### config.mk
export PLATFORM = sky130hd
export DESIGN_NAME = stim_sweep_gen_flat
export DESIGN_NICKNAME = d
export VERILOG_FILES = /design/src/rtl/stim_sweep_gen_if.sv /design/src/rtl/stim_sweep_gen.sv /design/src/flat_wrapper.sv
export SDC_FILE = /design/constraint.sdc
export NUM_CORES = 1
export LEC_CHECK = 0
export ABC_AREA = 1
export BUFFER_PORTS_ARGS = -buffer_cell sky130_fd_sc_hd__buf_4
export CORE_ASPECT_RATIO = 0.6
export CORE_UTILIZATION = 35
export CTS_BUF_LIST = sky130_fd_sc_hd__clkbuf_8
export CTS_CLUSTER_SIZE = 10
export DETAILED_ROUTE_END_ITERATION = 10
export PLACE_DENSITY = 0.56
export SLEW_MARGIN = 20
export SYNTH_ARGS = -nofsm -noshare
export SYNTH_HDL_FRONTEND = slang
export SYNTH_SLANG_ARGS = --single-unit
export TNS_END_PERCENT = 50
### constraint.sdc
create_clock -name clk -period 2.3 [get_ports clk]
set_clock_uncertainty 0.1 [all_clocks]
set_input_delay 0.345 -clock clk [delete_from_list [all_inputs] [get_ports clk]]
set_output_delay 0.345 -clock clk [all_outputs]
set_load 0.05 [all_outputs]
### src/rtl/stim_sweep_gen_if.sv
// stim_sweep_gen_if: sweep control, DUT response and stimulus/status bundle.
// master: drives start/abort/mode/loop/resp, observes vec/vec_valid/idx/busy/done/wrap/sig
// slave:  the sequencer side of the same signals
interface stim_sweep_gen_if #(parameter int N = 3, parameter int M = 1);
   logic          start;
   logic          abort;
   logic [1:0]    mode;
   logic          loop;
   logic [M-1:0]  resp;
   logic [N-1:0]  vec;
   logic          vec_valid;
   logic [N-1:0]  idx;
   logic          busy;
   logic          done;
   logic          wrap;
   logic [15:0]   sig;
   modport master (output start, abort, mode, loop, resp,
                   input vec, vec_valid, idx, busy, done, wrap, sig);
   modport slave  (input start, abort, mode, loop, resp,
                   output vec, vec_valid, idx, busy, done, wrap, sig);
endinterface

### src/rtl/stim_sweep_gen.sv
// stim_sweep_gen: exhaustive binary/Gray/walking-one stimulus sweep with LFSR response signature.
// clk   rising-edge clock
// reset asynchronous active-high reset
// b     stim_sweep_gen_if.slave: start/abort/mode/loop/resp in; vec/vec_valid/idx/busy/done/wrap/sig out
module stim_sweep_gen #(
   parameter int N    = 3,
   parameter int M    = 1,
   parameter int HOLD = 1
) (
   input logic             clk,
   input logic             reset,
   stim_sweep_gen_if.slave b
);
   typedef enum logic [1:0] {IDLE, RUN, DONE} state_t;
   state_t       state_q, state_d;
   logic [N-1:0] idx_q, idx_d, vec_q, vec_d, last_idx;
   logic [7:0]   hold_q, hold_d;
   logic [15:0]  sig_q, sig_d;
   logic [1:0]   mode_q, mode_d;
   logic         loop_q, loop_d, wrap_q, wrap_d, cap;
   assign last_idx = (mode_q == 2'b10) ? N'(N - 1) : {N{1'b1}};
   assign cap      = (state_q == RUN) && (hold_q == 8'(HOLD - 1));
   always_comb begin
      state_d = state_q;
      idx_d   = idx_q;
      hold_d  = hold_q;
      sig_d   = sig_q;
      mode_d  = mode_q;
      loop_d  = loop_q;
      wrap_d  = 1'b0;
      if (b.abort)
         state_d = IDLE;
      else if (state_q != RUN) begin
         if (b.start) begin
            state_d = RUN;
            idx_d   = '0;
            hold_d  = '0;
            sig_d   = '0;
            mode_d  = b.mode;
            loop_d  = b.loop;
         end
      end else begin
         hold_d = hold_q + 8'd1;
         if (cap) begin
            sig_d  = {sig_q[14:0], sig_q[15] ^ sig_q[13] ^ sig_q[12] ^ sig_q[10]} ^ 16'(b.resp);
            hold_d = '0;
            if (idx_q != last_idx)
               idx_d = idx_q + N'(1);
            else if (loop_q) begin
               idx_d  = '0;
               wrap_d = 1'b1;
            end else
               state_d = DONE;
         end
      end
      // vec is registered from the next-state view so it is live the cycle the state/index take effect
      vec_d = (state_d != RUN) ? '0 :
              (mode_d == 2'b01) ? (idx_d ^ (idx_d >> 1)) :
              (mode_d == 2'b10) ? (N'(1) << idx_d) : idx_d;
   end
   always_ff @(posedge clk or posedge reset) begin
      if (reset) begin
         state_q <= IDLE;
         idx_q   <= '0;
         vec_q   <= '0;
         hold_q  <= '0;
         sig_q   <= '0;
         mode_q  <= '0;
         loop_q  <= 1'b0;
         wrap_q  <= 1'b0;
      end else begin
         state_q <= state_d;
         idx_q   <= idx_d;
         vec_q   <= vec_d;
         hold_q  <= hold_d;
         sig_q   <= sig_d;
         mode_q  <= mode_d;
         loop_q  <= loop_d;
         wrap_q  <= wrap_d;
      end
   end
   assign b.vec       = vec_q;
   assign b.vec_valid = (state_q == RUN);
   assign b.busy      = (state_q == RUN);
   assign b.done      = (state_q == DONE);
   assign b.wrap      = wrap_q;
   assign b.idx       = idx_q;
   assign b.sig       = sig_q;
endmodule

### src/flat_wrapper.sv
// flat-port wrapper written by rule: the top's interface ports become plain ports
module stim_sweep_gen_flat 
#(
   parameter int N    = 3,
   parameter int M    = 1,
   parameter int HOLD = 1
)
  (clk, reset, b_start, b_abort, b_mode, b_loop, b_resp, b_vec, b_vec_valid, b_idx, b_busy, b_done, b_wrap, b_sig);
  stim_sweep_gen_if #(.N(N), .M(M)) b_i ();
  input logic clk;
  input logic reset;
  input wire logic [$bits(b_i.start)-1:0] b_start;
  input wire logic [$bits(b_i.abort)-1:0] b_abort;
  input wire logic [$bits(b_i.mode)-1:0] b_mode;
  input wire logic [$bits(b_i.loop)-1:0] b_loop;
  input wire logic [$bits(b_i.resp)-1:0] b_resp;
  output wire logic [$bits(b_i.vec)-1:0] b_vec;
  output wire logic [$bits(b_i.vec_valid)-1:0] b_vec_valid;
  output wire logic [$bits(b_i.idx)-1:0] b_idx;
  output wire logic [$bits(b_i.busy)-1:0] b_busy;
  output wire logic [$bits(b_i.done)-1:0] b_done;
  output wire logic [$bits(b_i.wrap)-1:0] b_wrap;
  output wire logic [$bits(b_i.sig)-1:0] b_sig;
  assign b_i.start = b_start;
  assign b_i.abort = b_abort;
  assign b_i.mode = b_mode;
  assign b_i.loop = b_loop;
  assign b_i.resp = b_resp;
  assign b_vec = b_i.vec;
  assign b_vec_valid = b_i.vec_valid;
  assign b_idx = b_i.idx;
  assign b_busy = b_i.busy;
  assign b_done = b_i.done;
  assign b_wrap = b_i.wrap;
  assign b_sig = b_i.sig;
  stim_sweep_gen #(.N(N), .M(M), .HOLD(HOLD)) u_core (.clk(clk), .reset(reset), .b(b_i));
endmodule
# Word-level counts from Yosys, hierarchy flattened

Cells that the tools add are included.

Input port bits: 8
Bits in registers: 36
Logic and storage cells: 62
Output and inout port bits: 26

Muxes and demuxes: 30
Eq/ne operators: 9
Reduce and logical (&&, ||, !) cells: 6
Shifts and indexed selects: 1
Add/subtract/negate cells: 2
Bitwise gates (word level): 6

Operator list:

| operator                                                                | number |
|---|---|
| 16-bit two-way mux                                                      | 3 |
| 3-bit two-way mux                                                       | 10 |
| 8-bit two-way mux                                                       | 3 |
| 2-bit two-way mux                                                       | 9 |
| 16-bit by 1-bit bitwise XOR with 16-bit output                          | 1 |
| 8-bit by 1-bit adder with 8-bit output, second input constant           | 1 |
| 8-bit logical NOT                                                       | 1 |
| 2-bit equality test, second input constant                              | 3 |
| 3-bit AND reduction                                                     | 2 |
| 1-bit two-way mux                                                       | 5 |
| 2-bit by 1-bit equality test with 1-bit output, second input constant   | 2 |
| 2-bit by 1-bit inequality test with 1-bit output, second input constant | 2 |
| 3-bit by 1-bit adder with 3-bit output, second input constant           | 1 |
| 3-bit inequality test                                                   | 1 |
| 1-bit by 3-bit left shift with 3-bit output, first input constant       | 1 |
| 1-bit bitwise XOR                                                       | 3 |
| 3-bit by 2-bit bitwise XOR with 3-bit output                            | 1 |
| 2-bit inequality test, second input constant                            | 1 |
| 2-bit AND reduction                                                     | 1 |
| 2-bit nonzero test                                                      | 1 |
| 1-bit logical AND                                                       | 1 |
| 1-bit inverter                                                          | 1 |

# Logic depth before layout (Yosys ltp)

Gate-level depths: netlist of run 1.

Depth in word-level cells: 11
Gate-level depth with buffers: 14
Depth with buffers taken out: 14

# Worst setup path after synthesis of run 1

No wires, ideal clock.

Path kind: register -> register
Start: reg u_core.state_q[1]
End: reg u_core.vec_q[1] (netlist: u_core.b.vec[1])
Slack: 445 ps
Data required time: 2083 ps
Arrival: 1638 ps
Buffers on the path: 0
Clock period less this slack: 1855 ps
Cell stages (with the launch flop): 13
Setup time: 117 ps
Cell sequence: dfrtp_1 > inv_1 > nand2_4 > inv_1 > nand2_2 > nand2_2 > nand2_1 > nand2_2 > inv_2 > nand3_1 > nor2_1 > nor2_1 > nor2_1

Longest elaborated chain between the ends: 9
Elaborated cells between the ends (all ways): 22
Those cells by class: eq/ne: 5; shift: 1; mux: 14; bitwise: 1; reduce/logical: 1

RTL lines:

| what                                               | RTL line             | source |
|---|---|---|
| from (decl)                                        | stim_sweep_gen.sv:15 | `state_t state_q, state_d;` |
| from (signal assigned)                             | stim_sweep_gen.sv:72 | `state_q <= state_d;` |
| 2-bit by 1-bit equality test with 1-bit output (*) | -                    |  |
| named net b_busy                                   | flat_wrapper.sv:20   | `output wire logic [$bits(b_i.busy)-1:0] b_busy;` |
| 1-bit logical AND (*)                              | stim_sweep_gen.sv:22 | `assign cap = (state_q == RUN) && (hold_q == 8'(HOLD - 1));` |
| 3-bit two-way mux (*)                              | stim_sweep_gen.sv:44 | `if (cap) begin` |
| 3-bit two-way mux (*)                              | stim_sweep_gen.sv:33 | `else if (state_q != RUN) begin` |
| 3-bit two-way mux (*)                              | stim_sweep_gen.sv:31 | `if (b.abort)` |
| named net u_core.idx_d[1]                          | stim_sweep_gen.sv:16 | `logic [N-1:0] idx_q, idx_d, vec_q, vec_d, last_idx;` |
| 1-bit by 3-bit left shift with 3-bit output        | stim_sweep_gen.sv:59 | `(mode_d == 2'b10) ? (N'(1) << idx_d) : idx_d;` |
| 3-bit two-way mux                                  | stim_sweep_gen.sv:59 |  |
| 3-bit two-way mux (*)                              | stim_sweep_gen.sv:58 | `(mode_d == 2'b01) ? (idx_d ^ (idx_d >> 1)) :` |
| 3-bit two-way mux (*)                              | stim_sweep_gen.sv:57 | `vec_d = (state_d != RUN) ? '0 :` |
| named net u_core.vec_d[1]                          | stim_sweep_gen.sv:16 |  |
| to (signal assigned)                               | stim_sweep_gen.sv:74 | `vec_q <= vec_d;` |
| to (decl)                                          | stim_sweep_gen.sv:16 |  |

The timed path passes the listed nets; every way through them passes the cells marked *.
A chain may end at the register's enable or synchronous reset.

# Worst setup path after layout of run 1

Start: reg u_core.hold_q[0]
End: reg u_core.vec_q[0] (netlist: u_core.b.vec[0])

Longest elaborated chain between the ends: 9
Elaborated cells between the ends (all ways): 14
Those cells by class: eq/ne: 1; shift: 1; mux: 9; bitwise: 1; reduce/logical: 2

RTL lines:

| what                                        | RTL line             | source |
|---|---|---|
| from (decl)                                 | stim_sweep_gen.sv:17 | `logic [7:0] hold_q, hold_d;` |
| from (signal assigned)                      | stim_sweep_gen.sv:75 | `hold_q <= hold_d;` |
| 8-bit logical NOT (*)                       | stim_sweep_gen.sv:22 |  |
| 1-bit logical AND (*)                       | stim_sweep_gen.sv:22 |  |
| 3-bit two-way mux                           | stim_sweep_gen.sv:44 |  |
| 3-bit two-way mux                           | stim_sweep_gen.sv:33 |  |
| 3-bit two-way mux                           | stim_sweep_gen.sv:31 |  |
| 1-bit by 3-bit left shift with 3-bit output | stim_sweep_gen.sv:59 |  |
| 3-bit two-way mux                           | stim_sweep_gen.sv:59 |  |
| 3-bit two-way mux                           | stim_sweep_gen.sv:58 |  |
| 3-bit two-way mux (*)                       | stim_sweep_gen.sv:57 |  |
| named net u_core.vec_d[0]                   | stim_sweep_gen.sv:16 |  |

Marks and branches as above.

==> key figures, run 1 <==
Route
  – DR vias: 1579
  – Iteration-0 DRC Markers: 86
  – DRT Wirelength: 4360 microns
  – Via/cell ratio: 4.70
  – Antenna Violating Nets Remaining: 0
  – Drt pass-1 iters: 7
  – Drc violations: 4
  – DR WL/cell: 13.0 microns

STA
  – Final worst path period share: 0.857
  – RSZ-0062 raised after global routing: no
  – Final setup viols: 0
  – Worst-Margin Slew: 0.467 ns
  – Pins Over Slew Limit: 0
  – Final worst path period need: 1.97 ns
  – FMAX: 507 MHz
  – Final Hold Fails: 0
  – Setup tns final: 0 ns
  – Slew HR: 0.689

Power and ir drop
  – Max rail drop VDD: 0.000349 V
  – Pleak: 1.20 nW
  – Total Power: 1.64 mW
  – Power share of the sequential group: 0.421
  – NetSw: 542 uW
  – Pint: 1.10 mW
  – Pwr per Cell Area: 695 nW/um^2
  – Comb pwr share: 0.235
  – Switching part of the total: 0.329
  – Power share of the clock group: 0.343

Worst hold path
  – HP Class: input port to async pin

Floorplan
  – Full die area: 5800 sq um
  – Die X: 97.7 microns
  – Initial Util: 0.371
  – IO Pins: 34
  – Die height: 59.4 microns
  – Row cnt: 20
  – Core area: 5180 sq um

Clock network
  – Clock-pin slew on the worst setup and hold paths: 0.08 ns
  – Total CTS buffers: 5
  – Post_cts resized: 0
  – Post-CTS Hold Buffers: 0
  – CTS sink count: 36
  – CTS root buf: clkbuf_8
  – Clk Latency, worst-skew pair: 0.29 ns
  – Post-CTS Repair Setup Buffers: 0
  – Max Buffers Root-to-Sink: 2
  – CTS tree: done
  – H-tree Lvls: 2

Logic synthesis
  – Yosys warnings: 0
  – Compound-Gate Fraction of Synth Area: 0.129
  – Synthesis-stage register bit count: 36
  – Sequential fraction of the synthesis area: 0.468
  – Post-Syn Nets: 241
  – Number of flops mapped to enable cells by yosys: 0
  – Synth Flop Type: dfrtp_1
  – Synth Area in XOR/XNOR: 0.0182
  – Post-Syn Area per Cell: 8.36 sq um
  – Post-synthesis cell type count: 33
  – Synthesized area: 1920 sq um
  – Simple-gate share of the synthesized area: 0.262
  – Multiplexer area fraction after synthesis: 0
  – Largest family of logic cells by synthesized area: simple AND/OR/NAND/NOR gates
  – Syn Inst Count: 230
  – Asr flop ratio synth: 1.00
  – Adder-cell share of the synthesized area: 0.0195

GRT
  – Largest net degree at the start of global routing: 37
  – Initial antenna violation count: 0
  – Number of global-route vias before repair: 1429
  – Aggregate global-route resource usage: 0.167
  – Global-route wire length before repair: 7310 microns
  – Grt ovf: 0

Critical path
  – Slowest-stage cell, CP: dfrtp_1
  – Worst R2R Start: u_core.hold_q[0]$_DFFE_PP0P_
  – Crit Path Max Fanout: 4
  – CP endpoint kind: flop
  – WP data arrival: 2.10 ns
  – R2r setup slk: 0.33 ns
  – Reg2reg path depth: 12
  – Crit path largest cell delay: 0.40 ns
  – CP Cell Sequence: inv_1 > ha_1 > inv_1 > nor2_2 > nand3_2 > nor2_1 > nand2_1 > nand3_1 > nand3_1 > nand3_1 > nand2_1 > nor2_1
  – WS Path Type: flop to flop
  – Worst Path Required: 2.43 ns
  – CP most frequent cell: nand3_1
  – Setup crit start kind: flop
  – Crit path from: u_core.hold_q[0]$_DFFE_PP0P_
  – FF-to-FF End: u_core.b.vec[0]$_DFF_PP0_
  – CP Capture Point: u_core.b.vec[0]$_DFF_PP0_

Cells and area
  – Nets: 280
  – Final core utilization: 0.457
  – Fillcell total: 533
  – Share of layout cells above drive strength 1: 0.267
  – Antenna diodes: 0
  – Area growth from synthesis to layout: 23.1%

Job
  – Max-capacitance violation count: 0

Placed design
  – GPL Wtd Cong: 0.872
  – PortBufs: 33
  – DP Wirelength: 3340 microns

Outcome
  – Failing checks: design-rule violations
  – Status: complete, but fails checks
-- power by group through the flow --
stage	Combinational [mW]	Sequential [mW]	Clock (mW)
5_1_grt	0.427	0.698	0.606
4_1_cts	0.388	0.694	0.579
2_1_floorplan	0.210	0.777	0
3_5_place_dp	0.387	0.706	0
3_3_place_gp	0.390	0.705	0
6_report	0.387	0.693	0.565
-- worst max-delay path: cells and delay by family (launching register included) --
kind	cells	cell delay, ns
adder cells (fa/ha/maj)	1	0.18
buffers and inverters	2	0.17
flip-flops	1	0.40
AND/OR/NAND/NOR	9	1.07
-- Yosys cell counts, types with 2 or more instances --
cell type | instances | area (sq um)
clkbuf_1 | 2 | 7.51
o22ai_1 | 17 | 106
nand4_1 | 4 | 25.0
dfrtp_1 | 36 | 901
xnor2_1 | 2 | 17.5
xor2_1 | 2 | 17.5
ha_1 | 3 | 37.5
o21ai_0 | 6 | 30.0
nand2_1 | 36 | 135
inv_1 | 39 | 146
o21ai_2 | 3 | 26.3
inv_2 | 5 | 18.8
nand2_2 | 6 | 37.5
nand2_4 | 2 | 22.5
nor2_2 | 3 | 18.8
nor2_1 | 28 | 105
a21oi_1 | 4 | 20.0
nand3_1 | 15 | 75.1
nor2_4 | 2 | 22.5
nand3_2 | 2 | 20.0
-- area by class of cell --
| class | count | area (sq um) | area share |
|---|---|---|---|
| Clock buffer | 5 | 68.8 | 0.0291 |
| Sequential cell | 36 | 901 | 0.381 |
| Tap cell | 66 | 82.6 | 0.0349 |
| Multi-Input combinational cell | 144 | 825 | 0.348 |
| Inverter | 46 | 178 | 0.0751 |
| Clock inverter | 3 | 42.5 | 0.0180 |
| Timing Repair Buffer | 36 | 270 | 0.114 |
-- through the flow --
stage	worst slack (ns)	hold slack (ns)	cells	area, sq um
2_1_floorplan	0.445	0.310	230	1920
3_3_place_gp	0.383	0.394	328	2260
4_1_cts	0.340	0.0759	336	2370
3_5_place_dp	0.364	0.389	328	2260
6_report	0.329	0.0572	336	2370
5_1_grt	0.0179	0.115	336	2370
-- per-layer routing --
| metal | vias up | share of wire | GRT usage | wire length (microns) |
|---|---|---|---|---|
| met5 | - | 0 | 0 | 0 |
| met4 | 0 | 0.010 | 0.0519 | 45 |
| met3 | 5 | 0.055 | 0.0495 | 239 |
| met2 | 37 | 0.37 | 0.219 | 1620 |
| met1 | 720 | 0.56 | 0.257 | 2460 |
| li1 | 817 | - | - | - |
-- sequential cells by signal (all words and copies together) (netlist names) --
name and count:
u_core.hold_q 8, u_core.b.idx 3, u_core.b.vec 3, u_core.b.sig 16, u_core.state_q 2, u_core.loop_q 1
u_core.b.wrap 1, u_core.mode_q 2
-- kinds of logic after synthesis --
family | count (synthesis)
compound gates | 36
xor+xnor | 4
fa+ha+maj | 3
buf+inv | 50
flops | 36
simple gates | 101
-- how the worst min path moves through the flow --
stage | endpoint | cells after the start | slack, ns | from
finish | u_core.state_q[1]$_DFF_PP0_ | 3 | 0.06 | reset
global route | u_core.b.sig[3]$_DFFE_PP0P_ | 3 | 0.11 | reset
CTS | u_core.state_q[0]$_DFF_PP0_ | 3 | 0.08 | reset
detailed placement | u_core.state_q[1]$_DFF_PP0_ | 3 | 0.39 | reset
global placement | u_core.state_q[1]$_DFF_PP0_ | 3 | 0.39 | reset
floorplan | u_core.state_q[1]$_DFF_PP0_ | 1 | 0.31 | b_abort
-- cell usage in the layout, fill, tap and decap left out --
master      count
a31oi_1         1
o21ai_2         3
clkinvlp_4      1
nand4_1         4
nand3_4         1
dfrtp_1        36
inv_6           1
xnor2_1         2
nor2_8          1
xor2_1          2
clkinv_1        1
nor2_2          3
a221oi_1        1
o211a_1         1
nand3_2         2
clkbuf_8        5
nand3_1        15
inv_1          39
ha_1            3
clkinv_2        1
nand2_4         2
buf_4          36
nand2_1        36
nor2_4          2
a21oi_1         4
nand2_2         6
nor2_1         28
o21ai_0         6
o22ai_1        17
nor3_1          1
a21oi_4         1
a211oi_1        1
bufinv_16       1
inv_2           5
o21ai_4         1
(Power assumes the default switching activity.)
==> run 2, diff against run 1 <==
MAX_ROUTING_LAYER = met4   (was default)
==> key figures, run 2 (same netlist as run 1, synthesis figures left out) <==
Outcome
  – Status: complete, but fails checks
  – Failing checks: design-rule violations

STA
  – Pins Over Slew Limit: 0 (unchanged)
  – Final worst path period need: 1.97 ns (+0.000284 ns)
  – Setup tns final: 0 ns (unchanged)
  – Final worst path period share: 0.857 (about the same)
  – Worst hold slack: 0.0562 ns (-0.000996 ns)
  – Final Hold Fails: 0 (unchanged)
  – Slew HR: 0.690 (+0.00155)
  – FMAX: 507 MHz (about the same)
  – RSZ-0062 raised after global routing: no
  – Final setup viols: 0 (unchanged)
  – Worst-Margin Slew: 0.465 ns (-0.00232 ns)

Cells and area
  – Nets: 280 (unchanged)
  – Area growth from synthesis to layout: 23.1% (unchanged)
  – Final core utilization: 0.457 (unchanged)
  – Commonest non-fill, non-tap cell in the layout: inv_1
  – Share of layout cells above drive strength 1: 0.267 (unchanged)
  – Design area: 2370 sq um (unchanged)
  – Largest register FFs: 16 (unchanged)
  – Most frequent cells in the layout: 39 x inv_1, 36 x nand2_1, 36 x buf_4, 36 x dfrtp_1, 28 x nor2_1
  – Fillcell total: 533 (unchanged)
  – Antenna diodes: 0 (unchanged)

Floorplan
  – Core area: 5180 sq um (unchanged)
  – Initial Util: 0.371 (unchanged)
  – Die X: 97.7 microns (unchanged)
  – Die height: 59.4 microns (unchanged)
  – Row cnt: 20 (unchanged)
  – Full die area: 5800 sq um (unchanged)
  – IO Pins: 34 (unchanged)

Placed design
  – GPL Wtd Cong: 0.886 (+1.6%)
  – Placed Area: 2260 sq um (unchanged)
  – DP Wirelength: 3340 microns (unchanged)
  – PortBufs: 33 (unchanged)

Critical path
  – R2r setup slk: 0.33 ns (about the same)
  – Crit path from: u_core.hold_q[0]$_DFFE_PP0P_
  – CP Capture Point: u_core.b.vec[0]$_DFF_PP0_
  – Worst R2R Start: u_core.hold_q[0]$_DFFE_PP0P_
  – FF-to-FF End: u_core.b.vec[0]$_DFF_PP0_
  – Worst Path Required: 2.43 ns (about the same)
  – CP endpoint kind: flop
  – WS Path Type: flop to flop
  – Reg2reg path depth: 12 (unchanged)
  – Setup crit start kind: flop
  – Crit Path Max Fanout: 4 (unchanged)
  – WP data arrival: 2.10 ns (about the same)

Power and ir drop
  – Pleak: 1.20 nW (unchanged)
  – Pwr per Cell Area: 695 nW/um^2 (about the same)
  – Max rail drop VDD: 0.000350 V (+0.25%)

Route
  – Via/cell ratio: 4.69 (-0.13%)
  – Antenna Violating Nets Remaining: 0 (unchanged)
  – DR WL/cell: 13.0 microns (about the same)
  – DR vias: 1577 (-0.13%)
  – DRT Wirelength: 4360 microns (about the same)
  – Drt pass-1 iters: 7 (unchanged)
  – Drc violations: 4 (unchanged)
  – Iteration-0 DRC Markers: 96 (+12%)

Clock network
  – CTS root buf: clkbuf_8
  – Post_cts resized: 0 (unchanged)
  – CTS sink count: 36 (unchanged)
  – Post-CTS Hold Buffers: 0 (unchanged)
  – Clock-pin slew on the worst setup and hold paths: 0.08 ns (about the same)
  – H-tree Lvls: 2 (unchanged)
  – Clk Latency, worst-skew pair: 0.29 ns (about the same)
  – Max Buffers Root-to-Sink: 2 (unchanged)
  – CTS tree: done
  – Post-CTS Repair Setup Buffers: 0 (unchanged)
  – Total CTS buffers: 5 (unchanged)

Worst hold path
  – HP Class: input port to async pin

GRT
  – Aggregate global-route resource usage: 0.172 (+0.00508)
  – Global-route wire length before repair: 7290 microns (-0.19%)
  – Grt ovf: 0 (unchanged)
  – Largest net degree at the start of global routing: 37 (unchanged)
  – Number of global-route vias before repair: 1432 (+0.21%)
  – Initial antenna violation count: 0 (unchanged)

Job
  – Max-capacitance violation count: 0 (unchanged)
[run 2: cell counts in the layout (fill, tap and decap cells not counted)]
Identical to the previous run, type by type.
[run 2: how the worst min path moves through the flow]
| stage | startpoint | to | slack (ns) |
|---|---|---|---|
| after floorplan | b_abort | u_core.state_q[1]$_DFF_PP0_ | 0.31 |
| after global placement | reset | u_core.state_q[1]$_DFF_PP0_ | 0.39 |
| after detailed placement | reset | u_core.state_q[1]$_DFF_PP0_ | 0.39 |
| after CTS | reset | u_core.state_q[0]$_DFF_PP0_ | 0.08 |
| after global routing | reset | u_core.hold_q[5]$_DFFE_PP0P_ | 0.12 |
| final | reset | u_core.state_q[1]$_DFF_PP0_ | 0.06 |
[run 2: area by class of cell]
class / instances / area, sq um / share of cell area
Sequential cell: 36 / 901 / 0.381
Multi-Input combinational cell: 144 / 825 / 0.348
Timing Repair Buffer: 36 / 270 / 0.114
Inverter: 46 / 178 / 0.0751
Tap cell: 66 / 82.6 / 0.0349
Clock buffer: 5 / 68.8 / 0.0291
Clock inverter: 3 / 42.5 / 0.0180
[run 2: where the power goes]
| part | switching (mW) | leakage, nW | internal [mW] |
|---|---|---|---|
| logic | 0.269 | 0.654 | 0.118 |
| clock network | 0.244 | 0.0541 | 0.321 |
| registers | 0.0287 | 0.489 | 0.664 |
| total | 0.542 | 1.20 | 1.10 |
[run 2: layer usage]
metal  share of wire  vias to the layer above  track usage
li1                -                      818            -
met1            0.56                      716        0.257
met2            0.37                       38        0.217
met3           0.055                        5       0.0495
met4           0.011                        0       0.0519
met5               0                        -            -
[run 2: worst max-delay path, stage by stage (launching register included)]
cell     delay [ns]
dfrtp_1        0.40
inv_1          0.12
ha_1           0.18
inv_1          0.05
nor2_2         0.18
nand3_2        0.16
nor2_1         0.12
nand2_1        0.11
nand3_1        0.14
nand3_1        0.12
nand3_1        0.10
nand2_1        0.05
nor2_1         0.09
[run 2: per-stage QoR]
| step | std cells | worst slack [ns] | power [mW] |
|---|---|---|---|
| global placement | 328 | 0.383 | 1.10 |
| CTS | 336 | 0.340 | 1.66 |
| finish | 336 | 0.329 | 1.64 |
| floorplan | 230 | 0.445 | 0.987 |
| global route | 336 | 0.0204 | 1.73 |
| detailed placement | 328 | 0.364 | 1.09 |
==> run 3, diff against run 2 <==
ABC_AREA = default   (was 1)
CORE_ASPECT_RATIO = 1.1   (was 0.6)
PLACE_DENSITY = 0.57   (was 0.56)
SKIP_LAST_GASP = 1   (was default)
==> key figures, run 3 <==
Power and ir drop
  – Pleak: 1.12 nW (-6.3%)
  – Pwr per Cell Area: 758 nW/um^2 (+9.1%)
  – Total Power: 1.75 mW (+6.6%)
  – Max rail drop VDD: 0.000262 V (-25%)

Cells and area
  – Fillcell total: 438 (-18%)
  – Share of layout cells above drive strength 1: 0.360 (+0.0935)
  – Antenna diodes: 0 (unchanged)
  – Final core utilization: 0.484 (+0.0270)
  – Area growth from synthesis to layout: 30.0%
  – Final Non-Filler Cells: 267 (-21%)
  – Design area: 2310 sq um (-2.2%)
  – Area of the multi-input gates: 843 sq um (+2.3%)
  – Nets: 221 (-21%)
  – Most frequent cells in the layout: 46 x buf_4, 34 x dfrtp_1, 15 x a22o_1, 13 x nand2_1, 8 x nor2_1
  – Register Area: 903 sq um (+0.28%)
  – Largest register FFs: 16 (unchanged)
  – Commonest non-fill, non-tap cell in the layout: buf_4

Clock network
  – CTS root buf: clkbuf_8
  – Clk Latency, worst-skew pair: 0.29 ns (about the same)
  – H-tree Lvls: 2 (unchanged)
  – Clock-pin slew on the worst setup and hold paths: 0.08 ns (about the same)
  – Post-CTS Hold Buffers: 0 (unchanged)
  – CTS sink count: 36 (unchanged)
  – CTS tree: done
  – Max Buffers Root-to-Sink: 2 (unchanged)
  – Total CTS buffers: 5 (unchanged)

Logic synthesis
  – Asr flop ratio synth: 1.00 (unchanged)
  – Post-Syn Area per Cell: 10.9 sq um (+31%)
  – Synthesized area: 1780 sq um (-7.4%)
  – Synthesis-stage register bit count: 36 (unchanged)
  – Most common cell in the synthesized netlist: dfrtp_1
  – Post-Syn Nets: 174 (-28%)
  – Sequential fraction of the synthesis area: 0.506 (+0.0375)
  – Most instantiated cells after synthesis: 36 x dfrtp_1, 15 x a22o_1, 13 x nand2_1
  – Top cell type's share of synthesized area: 0.506 (+0.0375)
  – Syn Inst Count: 163 (-29%)
  – Post-synthesis cell type count: 50 (+52%)
  – Synth Flop Type: dfrtp_1
  – Yosys top cell by area: dfrtp_1
  – Yosys warnings: 0 (unchanged)
  – Number of flops mapped to enable cells by yosys: 0 (unchanged)
  – Ranking of synthesized cells by area: dfrtp_1 51%, a22o_1 7.4%, nand2_1 2.7%

STA
  – Final worst path period need: 2.24 ns (+0.273 ns)
  – FMAX: 446 MHz (-12%)
  – Final Hold Fails: 0 (unchanged)
  – Final setup viols: 0 (unchanged)
  – RSZ-0062 raised after global routing: yes
  – Pins Over Slew Limit: 0 (unchanged)
  – Setup tns final: 0 ns (unchanged)
  – Slew HR: 0.689 (-0.00113)
  – Worst-Margin Slew: 0.466 ns (+0.00169 ns)
  – Final worst path period share: 0.976 (+0.119)

Critical path
  – Worst R2R Start: u_core.hold_q[1]$_DFFE_PP0P_
  – CP endpoint kind: flop
  – Worst Path Required: 2.39 ns (-0.04 ns)
  – Setup crit start kind: flop
  – Top delay family on crit path: compound AO/OA/AOI/OAI gates
  – WP data arrival: 2.33 ns (+0.23 ns)
  – Crit Path Max Fanout: 6 (+2)
  – Crit path from: u_core.hold_q[1]$_DFFE_PP0P_
  – CP Cell Sequence: inv_2 > ha_1 > nor4b_4 > nand2_2 > a21o_1 > a221o_2 > nor2_4 > nand3b_1 > a221oi_2
  – Crit path largest cell delay: 0.42 ns (+0.02 ns)
  – Crit path buf inv count: 1 (-1)
  – Slowest-stage cell, CP: a221o_2
  – WS Path Type: flop to flop
  – R2r setup slk: 0.06 ns (-0.27 ns)

Route
  – Antenna Violating Nets Remaining: 0 (unchanged)
  – Drc violations: 0 (-4)
  – DR WL/cell: 15.0 microns (+16%)
  – Via/cell ratio: 5.37 (+14%)
  – Iteration-0 DRC Markers: 40 (-58%)
  – DRT Wirelength: 4020 microns (-7.8%)
  – Drt pass-1 iters: 6 (-1)
  – DR vias: 1434 (-9.1%)

Outcome
  – Status: completed

GRT
  – Routing usage on met2: 0.253 (+0.0361)
  – Met3 Use GR: 0.0394 (-0.0101)
  – Largest net degree at the start of global routing: 37 (unchanged)
  – Grt ovf: 0 (unchanged)
  – Global-route wire length before repair: 6790 microns (-6.9%)
  – Top Usage Layer GRT: met2
  – Met1 Use GR: 0.201 (-0.0560)
  – Initial antenna violation count: 0 (unchanged)
  – Number of global-route vias before repair: 1425 (-0.49%)
  – Aggregate global-route resource usage: 0.162 (-0.0104)

Worst hold path
  – HP Class: input port to async pin

Floorplan
  – Core area: 4780 sq um (-7.7%)
  – Initial Util: 0.372 (+0.00106)
  – Row cnt: 26 (+30%)
  – Die height: 76.8 microns (+29%)
  – IO Pins: 34 (unchanged)
  – Die X: 70.0 microns (-28%)
  – Full die area: 5380 sq um (-7.4%)

Placed design
  – PortBufs: 33 (unchanged)
  – Placed Area: 2160 sq um (-4.4%)
  – DP Wirelength: 2850 microns (-15%)
  – Cell Count Post-Placement: 258 (-21%)
  – GPL Wtd Cong: 0.838 (-5.4%)

Job
  – Max-capacitance violation count: 0 (unchanged)
[run 3: cell types whose count changed in the layout (fill, tap and decap cells not counted), sizes merged, moves of 6 or more]
| cell | delta |
|---|---|
| buf | +11 |
| o22ai | -16 |
| nand2 | -30 |
| inv | -37 |
| o21ai | -6 |
| nor2 | -25 |
| nand3 | -12 |
| a22o | +15 |
[run 3: report_power, final]
group | internal, mW | switching (mW) | leakage [nW]
logic | 0.177 | 0.308 | 0.579
registers | 0.676 | 0.0385 | 0.488
clock network | 0.321 | 0.234 | 0.0541
total | 1.17 | 0.580 | 1.12
[run 3: worst register-to-register path: cells and delay by family (launching register included)]
| family | cells | cell delay [ns] |
|---|---|---|
| compound gates | 3 | 0.87 |
| flops | 1 | 0.41 |
| buf+inv | 1 | 0.07 |
| simple gates | 4 | 0.56 |
| fa+ha+maj | 1 | 0.14 |
[run 3: metrics by stage]
step	hold WS, ns	setup slack, ns
floorplan	0.362	0.0124
global placement	0.377	0.0260
detailed placement	0.401	-0.0409
CTS	0.0843	0.000585
global route	0.101	-0.0359
finish	0.0657	0.0556
[run 3: worst paths after layout]
check | depth (start not counted) | end
worst min register to register | 1 | u_core.hold_q[7]$_DFFE_PP0P_
min in group clk | 3 | u_core.loop_q$_DFFE_PP0P_
worst min-delay path | 3 | u_core.b.sig[14]$_DFFE_PP0P_
max in group asynchronous | 3 | u_core.b.idx[0]$_DFF_PP0_
worst max register to register | 9 | u_core.b.vec[0]$_DFF_PP0_
worst max-delay path | 9 | u_core.b.vec[0]$_DFF_PP0_
[run 3: final cells by class]
class	instances	area share
clock inverter	3	0.0184
clock buffer	5	0.0297
tap	56	0.0303
multi-input combinational	112	0.364
timing repair buffer	47	0.154
sequential	36	0.390
inverter	8	0.0130
[run 3: kinds of logic after synthesis]
logic type                 count (synthesis)  synth area share
and+or+nand+nor                           53             0.180
adders and majority gates                  3            0.0211
DFF                                       36             0.506
xor gates and xnor gates                  10            0.0492
muxes                                      2            0.0141
buffers and inverters                     15            0.0401
AOI/OAI and AO/OA                         44             0.190
[run 3: repair_timing]
item | 4_1_cts | 5_1_grt
buffers inserted | 1 | 0
pin swaps | 1 | 5
gates cloned | 0 | 0
setup endpoints to repair | 3 | 3
gates resized for setup | 4 | 6
[run 3: per-layer routing]
metal / routed length, microns / part of all wire / vias up
li1: - / - / 684
met4: 72 / 0.018 / 0
met5: 0 / 0 / -
met2: 1920 / 0.48 / 36
met1: 1880 / 0.47 / 706
met3: 147 / 0.037 / 8
